## src/rtl/lstm_log_pkg.sv

```systemverilog
// Shared types and counter widths for the frame logging arbiter.
//   state_e  : arbiter FSM states (IDLE between frames, XFER while a frame is open)
//   *_W      : widths of the word, idle, frame and drop counters
package lstm_log_pkg;

  typedef enum logic {
    IDLE = 1'b0,
    XFER = 1'b1
  } state_e;

  localparam int WCNT_W  = 16;  // words accepted within the current frame
  localparam int IDLE_W  = 16;  // consecutive cycles without an accepted word
  localparam int FRAME_W = 32;  // completed frames, wrapping
  localparam int DROP_W  = 16;  // dropped strobes, saturating

endpackage

```

## src/rtl/frame_log_arbiter_rr_pick.sv

```systemverilog
// Round-robin picker: selects the first requester at or after (last+1) mod N_SRC.
//   req   : per-source request vector
//   last  : index of the previously served source
//   grant : one-hot pick, all zero when nobody requests
//   index : binary index of the pick (0 when nobody requests)
module rr_pick #(
  parameter int N_SRC = 4
) (
  input  logic [N_SRC-1:0]         req,
  input  logic [$clog2(N_SRC)-1:0] last,
  output logic [N_SRC-1:0]         grant,
  output logic [$clog2(N_SRC)-1:0] index
);

  localparam int IDX_W = $clog2(N_SRC);

  logic [IDX_W-1:0] cand;
  logic             found;

  // Walk the sources starting just after the last winner; the first hit wins.
  always_comb begin
    grant = '0;
    index = '0;
    found = 1'b0;
    cand  = '0;
    for (int i = 1; i <= N_SRC; i++) begin
      cand = IDX_W'((int'(last) + i) % N_SRC);
      if (!found && req[cand]) begin
        grant[cand] = 1'b1;
        index       = cand;
        found       = 1'b1;
      end
    end
  end

endmodule

```

## src/rtl/frame_log_arbiter.sv

```systemverilog
// Frame logging arbiter: grants one source at a time for a LENGTH-word frame and
// forwards its samples to a single logger sink with one cycle of registered latency.
//   clk, rst           : clock and asynchronous active-high reset
//   src_req            : per-source frame request (level)
//   src_data/src_valid : per-source sample and strobe
//   src_grant          : one-hot grant, zero between frames
//   out_data/out_valid : forwarded sample and qualifier, out_src_id tags the source
//   out_last           : accompanies the final word of a frame
//   out_abort          : one-cycle pulse when a frame is abandoned on idle timeout
//   frame_cnt          : completed frames (wraps); drop_cnt : ungranted strobes (saturates)
module frame_log_arbiter
  import lstm_log_pkg::*;
#(
  parameter int WIDTH   = 16,
  parameter int LENGTH  = 64,
  parameter int N_SRC   = 4,
  parameter int TIMEOUT = 255
) (
  input  logic                          clk,
  input  logic                          rst,
  input  logic [N_SRC-1:0]              src_req,
  input  logic [N_SRC-1:0][WIDTH-1:0]   src_data,
  input  logic [N_SRC-1:0]              src_valid,
  output logic [N_SRC-1:0]              src_grant,
  output logic signed [WIDTH-1:0]       out_data,
  output logic                          out_valid,
  output logic [$clog2(N_SRC)-1:0]      out_src_id,
  output logic                          out_last,
  output logic                          out_abort,
  output logic [FRAME_W-1:0]            frame_cnt,
  output logic [DROP_W-1:0]             drop_cnt
);

  localparam int IDX_W = $clog2(N_SRC);

  state_e                   state_q, state_d;
  logic [N_SRC-1:0]         grant_q, grant_d;
  logic [IDX_W-1:0]         gidx_q, gidx_d;
  logic [IDX_W-1:0]         last_grant_q, last_grant_d;
  logic [WCNT_W-1:0]        word_cnt_q, word_cnt_d;
  logic [IDLE_W-1:0]        idle_q, idle_d;
  logic signed [WIDTH-1:0]  out_data_q, out_data_d;
  logic [IDX_W-1:0]         out_src_id_q, out_src_id_d;
  logic                     out_valid_q, out_valid_d;
  logic                     out_last_q, out_last_d;
  logic                     out_abort_q, out_abort_d;
  logic [FRAME_W-1:0]       frame_cnt_q, frame_cnt_d;
  logic [DROP_W-1:0]        drop_cnt_q, drop_cnt_d;

  logic [N_SRC-1:0]         pick_grant;
  logic [IDX_W-1:0]         pick_idx;
  logic [N_SRC-1:0]         drop_vec;
  logic [DROP_W-1:0]        drop_pop;
  logic                     accept, frame_end, timeout;

  function automatic logic [DROP_W-1:0] sat_add(input logic [DROP_W-1:0] a,
                                                input logic [DROP_W-1:0] b);
    logic [DROP_W:0] sum;
    sum = {1'b0, a} + {1'b0, b};
    return sum[DROP_W] ? '1 : sum[DROP_W-1:0];
  endfunction

  rr_pick #(.N_SRC(N_SRC)) u_pick (
    .req   (src_req),
    .last  (last_grant_q),
    .grant (pick_grant),
    .index (pick_idx)
  );

  assign accept    = (state_q == XFER) && src_valid[gidx_q];
  assign frame_end = accept && (word_cnt_q == WCNT_W'(LENGTH - 1));
  // Fires on the cycle that would bring the idle count up to TIMEOUT.
  assign timeout   = (state_q == XFER) && !accept && (idle_q == IDLE_W'(TIMEOUT - 1));

  always_ff @(posedge clk or posedge rst) begin
    if (rst) begin
      state_q      <= IDLE;
      grant_q      <= '0;
      gidx_q       <= '0;
      last_grant_q <= IDX_W'(N_SRC - 1);
      word_cnt_q   <= '0;
      idle_q       <= '0;
      out_data_q   <= '0;
      out_src_id_q <= '0;
      out_valid_q  <= 1'b0;
      out_last_q   <= 1'b0;
      out_abort_q  <= 1'b0;
      frame_cnt_q  <= '0;
      drop_cnt_q   <= '0;
    end else begin
      state_q      <= state_d;
      grant_q      <= grant_d;
      gidx_q       <= gidx_d;
      last_grant_q <= last_grant_d;
      word_cnt_q   <= word_cnt_d;
      idle_q       <= idle_d;
      out_data_q   <= out_data_d;
      out_src_id_q <= out_src_id_d;
      out_valid_q  <= out_valid_d;
      out_last_q   <= out_last_d;
      out_abort_q  <= out_abort_d;
      frame_cnt_q  <= frame_cnt_d;
      drop_cnt_q   <= drop_cnt_d;
    end
  end

  always_comb begin
    state_d = state_q;
    case (state_q)
      IDLE:    if (|src_req) state_d = XFER;
      XFER:    if (frame_end || timeout) state_d = IDLE;
      default: state_d = IDLE;
    endcase
  end

  always_comb begin
    grant_d      = grant_q;
    gidx_d       = gidx_q;
    last_grant_d = last_grant_q;
    word_cnt_d   = word_cnt_q;
    idle_d       = idle_q;
    out_data_d   = out_data_q;
    out_src_id_d = out_src_id_q;
    out_valid_d  = 1'b0;
    out_last_d   = 1'b0;
    out_abort_d  = 1'b0;
    frame_cnt_d  = frame_cnt_q;

    // Any strobe from a source that does not hold the grant is lost.
    drop_vec = src_valid & ~grant_q;
    drop_pop = '0;
    for (int i = 0; i < N_SRC; i++) drop_pop = drop_pop + DROP_W'(drop_vec[i]);
    drop_cnt_d = sat_add(drop_cnt_q, drop_pop);

    case (state_q)
      IDLE: begin
        if (|src_req) begin
          grant_d    = pick_grant;
          gidx_d     = pick_idx;
          word_cnt_d = '0;
          idle_d     = '0;
        end
      end
      XFER: begin
        if (accept) begin
          out_data_d   = $signed(src_data[gidx_q]);
          out_src_id_d = gidx_q;
          out_valid_d  = 1'b1;
          idle_d       = '0;
          if (frame_end) begin
            out_last_d   = 1'b1;
            frame_cnt_d  = frame_cnt_q + FRAME_W'(1);
            last_grant_d = gidx_q;
            grant_d      = '0;
            word_cnt_d   = '0;
          end else begin
            word_cnt_d = word_cnt_q + WCNT_W'(1);
          end
        end else if (timeout) begin
          out_abort_d  = 1'b1;
          last_grant_d = gidx_q;
          grant_d      = '0;
          word_cnt_d   = '0;
          idle_d       = '0;
        end else begin
          idle_d = idle_q + IDLE_W'(1);
        end
      end
      default: begin
        grant_d = '0;
      end
    endcase
  end

  assign src_grant  = grant_q;
  assign out_data   = out_data_q;
  assign out_valid  = out_valid_q;
  assign out_src_id = out_src_id_q;
  assign out_last   = out_last_q;
  assign out_abort  = out_abort_q;
  assign frame_cnt  = frame_cnt_q;
  assign drop_cnt   = drop_cnt_q;

endmodule

```

## config.mk

```make
export PLATFORM = sky130hd
export DESIGN_NAME = frame_log_arbiter
export DESIGN_NICKNAME = d
export VERILOG_FILES = /design/src/rtl/lstm_log_pkg.sv /design/src/rtl/frame_log_arbiter_rr_pick.sv /design/src/rtl/frame_log_arbiter.sv
export SDC_FILE = /design/constraint.sdc
export NUM_CORES = 1
export LEC_CHECK = 0
export ABC_AREA = 1
export BUFFER_PORTS_ARGS = -buffer_cell sky130_fd_sc_hd__buf_4
export CAP_MARGIN = 5
export CORE_ASPECT_RATIO = 1.25
export CORE_MARGIN = 2
export CORE_UTILIZATION = 45
export CTS_BUF_LIST = sky130_fd_sc_hd__clkbuf_16
export DETAILED_ROUTE_END_ITERATION = 8
export HOLD_SLACK_MARGIN = 0.05
export PLACE_DENSITY = 0.75
export REMOVE_ABC_BUFFERS = 1
export SYNTH_ARGS = -nofsm -noshare
export SYNTH_HDL_FRONTEND = slang
export SYNTH_SLANG_ARGS = --single-unit
```

## constraint.sdc

```tcl
create_clock -name clk -period 5.85 [get_ports clk]
set_input_delay 1.755 -clock clk [delete_from_list [all_inputs] [get_ports clk]]
set_output_delay 1.755 -clock clk [all_outputs]
set_load 0.05 [all_outputs]
```

Word level (Yosys, flattened, before mapping)
Index checks and enable logic that the tools add are counted.
{"block": "word_totals", "ff_bits": 110, "elab_cells": 128}
{"block": "classes", "add_sub_neg": 11, "magnitude_cmp": 9, "n_eq_ne": 6, "n_mux": 59, "bitwise": 6, "n_reduce_logical": 24}
{"op": "16-bit two-way mux", "count": 8}
{"op": "16-bit case mux with 2 select lines", "count": 2}
{"op": "16-bit by 1-bit adder with 16-bit output (second input constant)", "count": 2}
{"op": "32-bit by 1-bit adder with 32-bit output (second input constant)", "count": 1}
{"op": "16-bit binary-select mux with 2-bit select", "count": 1}
{"op": "4-bit two-way mux", "count": 8}
{"op": "1-bit two-way mux", "count": 22}
{"op": "16-bit by 4-bit adder with 17-bit output", "count": 1}
{"op": "16-bit by 6-bit == test with 1-bit output (second input constant)", "count": 1}
{"op": "16-bit by 8-bit == test with 1-bit output (second input constant)", "count": 1}
{"op": "2-bit by 3-bit < comparator with 1-bit output (second input constant)", "count": 5}
{"op": "2-bit two-way mux", "count": 7}
{"op": "4-bit bitwise OR", "count": 3}
{"op": "1-bit logical AND", "count": 11}
{"op": "1-bit binary-select mux with 2-bit select", "count": 5}
{"op": "3-bit AND reduction", "count": 3}
{"op": "1-bit demux with 2-bit select", "count": 4}
{"op": "2-bit by 1-bit greater-or-equal comparator with 1-bit output (second input constant)", "count": 4}
{"op": "4-bit case mux with 2 select lines", "count": 1}
{"op": "2-bit AND reduction", "count": 3}
{"op": "2-bit by 1-bit adder with 2-bit output (second input constant)", "count": 2}
{"op": "2-bit adder (second input constant)", "count": 2}
{"op": "3-bit by 1-bit adder with 4-bit output", "count": 1}
{"op": "4-bit bitwise AND", "count": 1}
{"op": "13 further kinds", "count": 16}

Logic depth before layout (Yosys ltp)
Gate-level depths: netlist of the first run.
{"block": "logic_depth", "word_depth": 15, "depth_mapped": 13, "depth_no_buf": 12}

By module
Synthesis of the first run repeated with hierarchy kept, for this count alone.
{"block": "hier_totals", "cells_unflattened": 1028, "area_unflattened_um2": 7299.5}
{"mod": "frame_log_arbiter", "n_inst": 1, "cells_per_inst": 943, "area_per_inst_um2": 6764.0, "seq_area_each_um2": 2755.1}
{"mod": "rr_pick", "n_inst": 1, "cells_per_inst": 85, "area_per_inst_um2": 535.5, "seq_area_each_um2": 0.0}

Least setup slack after synthesis of the first run
Ideal clock, no wire load.
{"block": "synth_path", "path_kind": "input -> register", "startpoint": "in src_valid[0]", "endpoint": "reg drop_cnt_q[14] (netlist: drop_cnt[14])", "setup_time_ps": 130, "t_arrival_ps": 3873, "setup_slack_ps": 1847, "stages": 11, "n_path_buf": 0, "cell_sequence": "nand2_1 -> fa_1 -> fa_1 -> inv_1 -> fa_1 -> nand3_1 -> nor3_2 -> nand2_1 -> nor2_1 -> xor2_1 -> nand2_1"}
{"block": "synth_between", "elab_chain_len": 6}
{"element": "from (decl)", "line": "frame_log_arbiter.sv:23", "source": "input logic [N_SRC-1:0] src_valid,"}
{"element": "4-bit bitwise AND", "line": "frame_log_arbiter.sv:130", "source": "drop_vec = src_valid & ~grant_q;"}
{"element": "1-bit by 1-bit adder with 2-bit output", "line": "frame_log_arbiter.sv:132", "source": "for (int i = 0; i < N_SRC; i++) drop_pop = drop_pop + DROP_W'(drop_vec[i]);"}
{"element": "2-bit by 1-bit adder with 3-bit output", "line": "frame_log_arbiter.sv:132"}
{"element": "3-bit by 1-bit adder with 4-bit output", "line": "frame_log_arbiter.sv:132"}
{"element": "16-bit by 4-bit adder with 17-bit output", "line": "frame_log_arbiter.sv:59", "source": "sum = {1'b0, a} + {1'b0, b};"}
{"element": "16-bit two-way mux", "line": "frame_log_arbiter.sv:60", "source": "return sum[DROP_W] ? '1 : sum[DROP_W-1:0];"}
{"element": "named net drop_cnt_d[14]", "line": "frame_log_arbiter.sv:48", "source": "logic [DROP_W-1:0] drop_cnt_q, drop_cnt_d;"}
{"element": "to (signal assigned)", "line": "frame_log_arbiter.sv:103", "source": "drop_cnt_q <= drop_cnt_d;"}
{"element": "to (decl)", "line": "frame_log_arbiter.sv:48"}
The timed path passes the listed nets, and every way through them passes these cells.
A chain may end at the register's enable or synchronous reset.

Worst setup path in the final report of the first run
{"block": "layout_path", "startpoint": "in src_valid[0]", "endpoint": "reg drop_cnt_q[15] (netlist: drop_cnt[15])"}
The elaborated chain is that of the path after synthesis.

==> summary.txt, run 1 <==
Logic synthesis
  – Mux cell area share after synthesis: 0
  – Seq/Total Area, Yosys: 0.404
  – Synthesized area per cell: 7.19 sq um
  – Ys Warns: 0
  – Largest family of logic cells by synthesized area: simple AND/OR/NAND/NOR gates
  – Top-area cell type share of the netlist area: 0.396
  – Area share of and/or/nand/nor cells after synthesis: 0.347
  – Adder-cell share of the synthesized area: 0.0326
  – Cell variety after synth: between 40 and 50
  – Post-Synth XOR/XNOR Area: 0.0466
  – Area contributors post-synth: dfrtp_1, nand2_1, nor2_1
  – Seq cells post-synth: 110
  – Syn Std Cell Area: slightly below 7000 sq um
  – Cell taking the most area after synthesis: dfrtp_1
  – Compound-Gate Fraction of Synth Area: 0.0937
  – Mapped Cells: between 900 and 1000

Place
  – Placed cell count: around 1300
  – GPL Wtd Cong: between 0.9 and 1
  – Hpwl dp: between 10 and 15 mm
  – IO Port Bufs: around 150
  – Cell Area, Placed: around 8000 sq um

Floorplan
  – Die Width: between 100 and 150 um
  – FP Rows: 50
  – Initial core utilization: 0.458
  – Die ar.: around 16000 sq um
  – Core area: approximately 15000 sq um
  – Die Y: 142 um
  – Top-Level Pins: ~150

CTS
  – Reg clk slew, reported paths: 0.07 ns
  – TritonCTS clock tree: built
  – Worst skew pair latency: 0.37 ns
  – Root buf cell: clkbuf_16
  – Num CTS Buffers: 9
  – Clk buf depth: 2
  – Post-CTS Setup Inserts: 0
  – CTS Sinks: 110
  – Post_cts resized: 0
  – Hold_buf cts: 0
  – # H-tree levels: 3

Finish
  – Fin util: 0.561
  – Final std cells w/o fill: between 1000 and 1500
  – Fraction of layout cells with a size suffix above 1: 0.184
  – Net count, final: around 1200
  – Number of fill cells in the layout: about 1400
  – ANT cells: 0
  – P&R area growth vs syn: 22.3%
  – Final Instance Area: 8350 sq um

Worst setup path
  – Crit-path cells: buf_4 > nand2_1 > fa_1 > fa_1 > inv_1 > fa_1 > nand3_1 > nor3_2 > nand3_1 > nand3_1
  – Reg2reg setup slack: about 2.7 ns
  – R2R Path Start: gidx_q[1]
  – Critical Path RT: between 6 and 7 ns
  – R2r worst-path depth: 8
  – Slowest CP cell: fa_1
  – Crit path launch: src_valid[0]
  – Crit path launch type: input pin
  – CP Max Fanout: 12
  – Arrival time worst endpoint: approximately 4.2 ns
  – Critical Path Sink Type: flop
  – RR Endpoint: frame_cnt[30]
  – Critical path type: in -> reg
  – Max incr delay on CP: 0.45 ns

Global routing
  – Pin count of the biggest net entering global routing: 76
  – Grt ovf: 0
  – Initial antenna violation count: 0
  – Wire length of the first global-routing pass: ~29 mm
  – GR Util All Layers: 0.218
  – Number of global-route vias before repair: around 6300

STA
  – Final Slew Violations: 0
  – Fmax: between 200 and 300 MHz
  – Final setup TNS: 0 ns
  – Worst-Margin Slew: 0.925 ns
  – Slew margin rel.: 0.383
  – Final hold vios: 0
  – Period minus WS final: 3.91 ns
  – Hold WS: between 0.4 and 0.5 ns
  – Unrepaired setup endpoints after global routing: no
  – Clk_skew: ~0.012 ns
  – Final Cycle Share: 0.669
  – Count of final setup violators: 0

Power
  – Int Pwr: 1.43 mW
  – Power Dens Cells: around 270 nW/um^2
  – Leakage: between 4 and 5 nW
  – Sw frac: 0.359
  – Clock Power Share: 0.302
  – Sequential Power Share: 0.416
  – Maximum vdd drop: between 300 and 400 uV
  – Combinational power share: 0.282
  – NetSw: between 800 and 900 uW

Route
  – Wire per inst: approximately 13 um
  – Final wirelength: between 15 and 20 mm
  – 1st-pass router iterations: 5
  – Drt drc: 0
  – First DRT Iteration DRCs: between 400 and 500
  – Vias/cell: roughly 5.2
  – Via count: 6594
  – Antenna violation net count after detailed routing: 0

Worst hold path
  – Min-delay src: out_data[10]
  – Hold path endpoint: out_data[10]
  – Tightest Hold Check Type: reg -> reg
  – WHS Path Cells: 2

Run
  – MaxCap Viol Count: 0

Outcome
  – Status: finished, final reports clean
==> layout by cell type, fill, tap and decap left out, types with 5 or more instances in the layout <==
master,n
nor3_1,31
xnor2_1,5
buf_4,148
xnor2_2,5
o22ai_1,18
o21ai_0,73
ha_1,13
clkbuf_16,9
nand4_1,21
inv_2,6
inv_1,93
nand2_2,7
nand2_1,301
xor2_1,22
nor2_1,103
dfrtp_1,108
a21oi_1,15
nand3_1,61
==> state kept, by name, summed over array words and instances (netlist names) <==
register / count
gidx_q: 2
last_grant_q: 2
word_cnt_q: 16
out_valid: 1
drop_cnt: 16
out_abort: 1
src_grant: 4
out_data: 16
idle_q: 16
frame_cnt: 32
state_q: 1
out_last: 1
out_src_id: 2
==> cells in the mapped netlist (all sizes together) <==
cell	number
a31oi	1
a21o	1
ha	13
nand3	64
nand2	309
dfrtp	108
nor4	3
a21oi	15
a21boi	4
nand3b	4
o22ai	18
nor3b	1
clkbuf	12
fa	3
clkinv	1
nor3	35
nor2	108
buf	12
o31ai	3
dfstp	2
or2	1
o21ai	77
xor2	22
xnor2	10
inv	101
nand4	21
==> per-layer routing <==
| metal | vias to the layer above | global-route usage | wire, um |
|---|---|---|---|
| met3 | 33 | 0.0384 | 928 |
| li1 | 3317 | - | - |
| met1 | 3050 | 0.276 | 7380 |
| met5 | - | 0 | 0 |
| met2 | 194 | 0.365 | 8360 |
| met4 | 0 | 0.0944 | 433 |
==> cell type report <==
type | count | area (sq um) | share of cell area
clock buffer | 9 | 225 | 0.0270
clock inverter | 6 | 91.3 | 0.0109
inverter | 102 | 388 | 0.0465
multi-input combinational | 713 | 3550 | 0.425
sequential | 110 | 2760 | 0.330
tap | 182 | 228 | 0.0273
timing repair buffer | 148 | 1110 | 0.133
==> worst max-delay path by stage <==
stage	to	slack, ns	cells after the start
after floorplan	drop_cnt[0]	1.20	1
after global placement	drop_cnt[15]	1.56	10
after detailed placement	drop_cnt[4]	1.52	10
after CTS	drop_cnt[4]	1.90	10
after global routing	drop_cnt[4]	1.62	10
final	drop_cnt[15]	1.94	10
==> worst max-delay path: cells and delay by family <==
kind,cells,cell delay (ns)
AND/OR/NAND/NOR,5,1.16
adder cells (fa/ha/maj),3,1.08
buffers and inverters,2,0.20
==> stage by stage <==
step           setup slack, ns  total power [mW]
3_5_place_dp              1.52              1.58
2_1_floorplan             1.20              1.36
3_3_place_gp              1.56              1.56
6_report                  1.94              2.23
4_1_cts                   1.90              2.24
5_1_grt                   1.62              2.33
==> power by group through the flow <==
| stage | registers, mW | logic, mW | clock network (mW) |
|---|---|---|---|
| 2_1_floorplan | 1.11 | 0.247 | 0 |
| 3_3_place_gp | 0.939 | 0.621 | 0 |
| 3_5_place_dp | 0.938 | 0.638 | 0 |
| 4_1_cts | 0.927 | 0.636 | 0.680 |
| 5_1_grt | 0.942 | 0.685 | 0.708 |
| 6_report | 0.927 | 0.629 | 0.674 |
==> logic make-up after synthesis <==
logic type | after synthesis
simple gates | 546
buf+inv | 126
compound gates | 119
flops | 110
xor+xnor | 32
fa+ha+maj | 16
No activity file was read; power rests on OpenSTA's default activity.
==> run 2, diff against run 1 <==
clock period = 4.1 ns   (was 5.85 ns; I/O delays follow)
==> run 2 against run 1 <==
Effect of this change: clock-buffer cell count did not move; combinational power rose by 44%; cell area barely moved; flip-flop and latch count did not move; clock power rose by 22%; core utilization barely moved; final cell count rose by 0.31%; sequential power rose by 42%; hold slack improved by 0.0015 ns; first-iteration DRC count fell by 14%; die area did not move; highest routed layer unchanged.
==> summary.txt, run 2 (synthesis results as in run 1) <==
CTS
  – Post_cts resized: 0 (unchanged)
  – Clk buf depth: 2 (unchanged)
  – Root buf cell: clkbuf_16
  – Post-CTS Setup Inserts: 0 (unchanged)
  – Reg clk slew, reported paths: 0.08 ns (about the same)
  – Worst skew pair latency: 0.36 ns (about the same)
  – TritonCTS clock tree: built
  – CTS Sinks: 110 (unchanged)
  – # H-tree levels: 3 (unchanged)
  – Hold_buf cts: 0 (unchanged)
  – Num CTS Buffers: 9 (unchanged)

Finish
  – Commonest non-fill, non-tap cell in the layout: nand2_1
  – Final Instance Area: 8340 sq um (about the same)
  – ANT cells: 0 (unchanged)
  – Fraction of layout cells with a size suffix above 1: 0.186 (+0.00207)
  – Max FFs per register: 32 (unchanged)
  – Most frequent cells in the layout: nand2_1, buf_4, dfrtp_1, nor2_1, inv_1
  – P&R area growth vs syn: 22.3% (about the same)
  – Net count, final: 1178 (+0.34%)
  – Number of fill cells in the layout: 1413 (-1.5%)

STA
  – Count of final setup violators: 0 (unchanged)
  – Hold WS: 0.485 ns (+0.00146 ns)
  – Final Slew Violations: 0 (unchanged)
  – Final setup TNS: 0 ns (unchanged)
  – Clk_skew: 0.0125 ns (+0.000484 ns)
  – Unrepaired setup endpoints after global routing: no
  – Period minus WS final: between 3 and 4 ns
  – Slew margin rel.: 0.512 (+0.129)
  – Worst-Margin Slew: 0.732 ns (-0.194 ns)
  – Final hold vios: 0 (unchanged)
  – Final Cycle Share: 0.843
  – Fmax: between 200 and 300 MHz

Power
  – Leakage: 4.22 nW (about the same)
  – Power Dens Cells: 366 nW/um^2 (+37%)
  – Maximum vdd drop: 482 uV (+43%)

Place
  – Hpwl dp: 12.6 mm (+0.67%)
  – IO Port Bufs: 146 (unchanged)
  – Cell Area, Placed: 8070 sq um (+0.53%)
  – GPL Wtd Cong: 0.953 (+0.77%)

Floorplan
  – FP Rows: 50 (unchanged)
  – Top-Level Pins: 147 (unchanged)
  – Die Y: 142 um (unchanged)
  – Die Width: 114 um (unchanged)
  – Core area: 14900 sq um (unchanged)
  – Die ar.: 16200 sq um (unchanged)
  – Initial core utilization: 0.458 (unchanged)

Worst setup path
  – R2r worst-path depth: 10 (+2)
  – Critical Path Sink Type: flop
  – CP Max Fanout: 12 (unchanged)
  – Critical path type: in -> reg
  – Crit path launch type: input pin
  – Arrival time worst endpoint: 3.74 ns (-0.47 ns)
  – Crit-path cells: buf_4 > nand2_1 > fa_1 > fa_1 > inv_1 > fa_1 > nand3_1 > nor3_2 > nand3_1 > nand3_1
  – Critical Path Stages: 10 (unchanged)
  – Worst path top cell family by delay: simple AND/OR/NAND/NOR gates
  – Max incr delay on CP: 0.45 ns (about the same)
  – Slowest CP cell: fa_1
  – Critical Path RT: 4.39 ns (-1.75 ns)
  – WP buf/inv: 2 (unchanged)

Route
  – Via count: 6508 (-1.3%)
  – Final wirelength: 16.9 mm (-1.3%)
  – Drt drc: 0 (unchanged)
  – Wire per inst: 13.2 um (-1.6%)
  – First DRT Iteration DRCs: 392 (-14%)
  – Vias/cell: 5.11 (-1.6%)
  – Antenna violation net count after detailed routing: 0 (unchanged)
  – 1st-pass router iterations: 5 (unchanged)

Global routing
  – Number of global-route vias before repair: 6039 (-4.1%)
  – Pin count of the biggest net entering global routing: 64 (-16%)
  – GR Util All Layers: 0.212 (-0.00539)
  – Grt ovf: 0 (unchanged)
  – Wire length of the first global-routing pass: 28.1 mm (-2.4%)
  – Initial antenna violation count: 0 (unchanged)

Run
  – MaxCap Viol Count: 0 (unchanged)

Outcome
  – Status: finished, final reports clean

Worst hold path
  – WHS Path Cells: 2 (unchanged)
  – Tightest Hold Check Type: reg -> reg
run 2: changes by cell type in the layout (fill, tap and decap cells not counted), sizes merged:
| cell | change |
|---|---|
| buf | +4 |
| bufinv | -2 |
| clkinvlp | +1 |
| inv | +1 |
run 2: cell type report:
cell class	instances	area, sq um	share of cell area
tap	182	228	0.0273
sequential	110	2760	0.330
inverter	102	388	0.0465
clock buffer	9	225	0.0270
clock inverter	6	45.0	0.00540
multi-input combinational	713	3550	0.425
timing repair buffer	152	1150	0.138
run 2: tightest hold or removal path, stage by stage (launching register included):
cell     delay, ns
dfrtp_1       0.35
nand2_1       0.05
nand2_1       0.05
run 2: power breakdown:
group | total (mW) | internal (mW) | switching, mW
Clock | 0.822 | 0.415 | 0.408
Sequential | 1.32 | 1.20 | 0.121
Combinational | 0.905 | 0.303 | 0.602
run 2: path summary, 6_finish.rpt:
| kind | from | end | slack, ns |
|---|---|---|---|
| setup / recovery | src_valid[0] | drop_cnt[15] | 0.64 |
| hold / removal | out_data[10] | out_data[10] | 0.48 |
| setup reg to reg | src_grant[0] | drop_cnt[15] | 1.13 |
| hold reg to reg | out_data[10] | out_data[10] | 0.48 |
| max in group asynchronous | rst | src_grant[2] | 2.41 |
| min in group asynchronous | rst | word_cnt_q[2] | 0.95 |
run 2: stage by stage:
stage | cells | power [mW] | util | setup slack, ns
CTS | 1274 | 3.08 | 0.560 | 0.635
floorplan | 925 | 1.94 | - | -0.0290
detailed placement | 1259 | 2.26 | 0.542 | 0.254
finish | 1274 | 3.05 | 0.560 | 0.644
global route | 1274 | 3.21 | 0.560 | 0.464
global placement | 1259 | 2.23 | 0.542 | 0.346
run 2: routing by layer:
metal	global-route usage	up-vias	share of wire
met5	0	-	0
met4	0.0738	0	0.019
met2	0.358	142	0.50
li1	-	3336	-
met3	0.0299	25	0.039
met1	0.280	3005	0.45
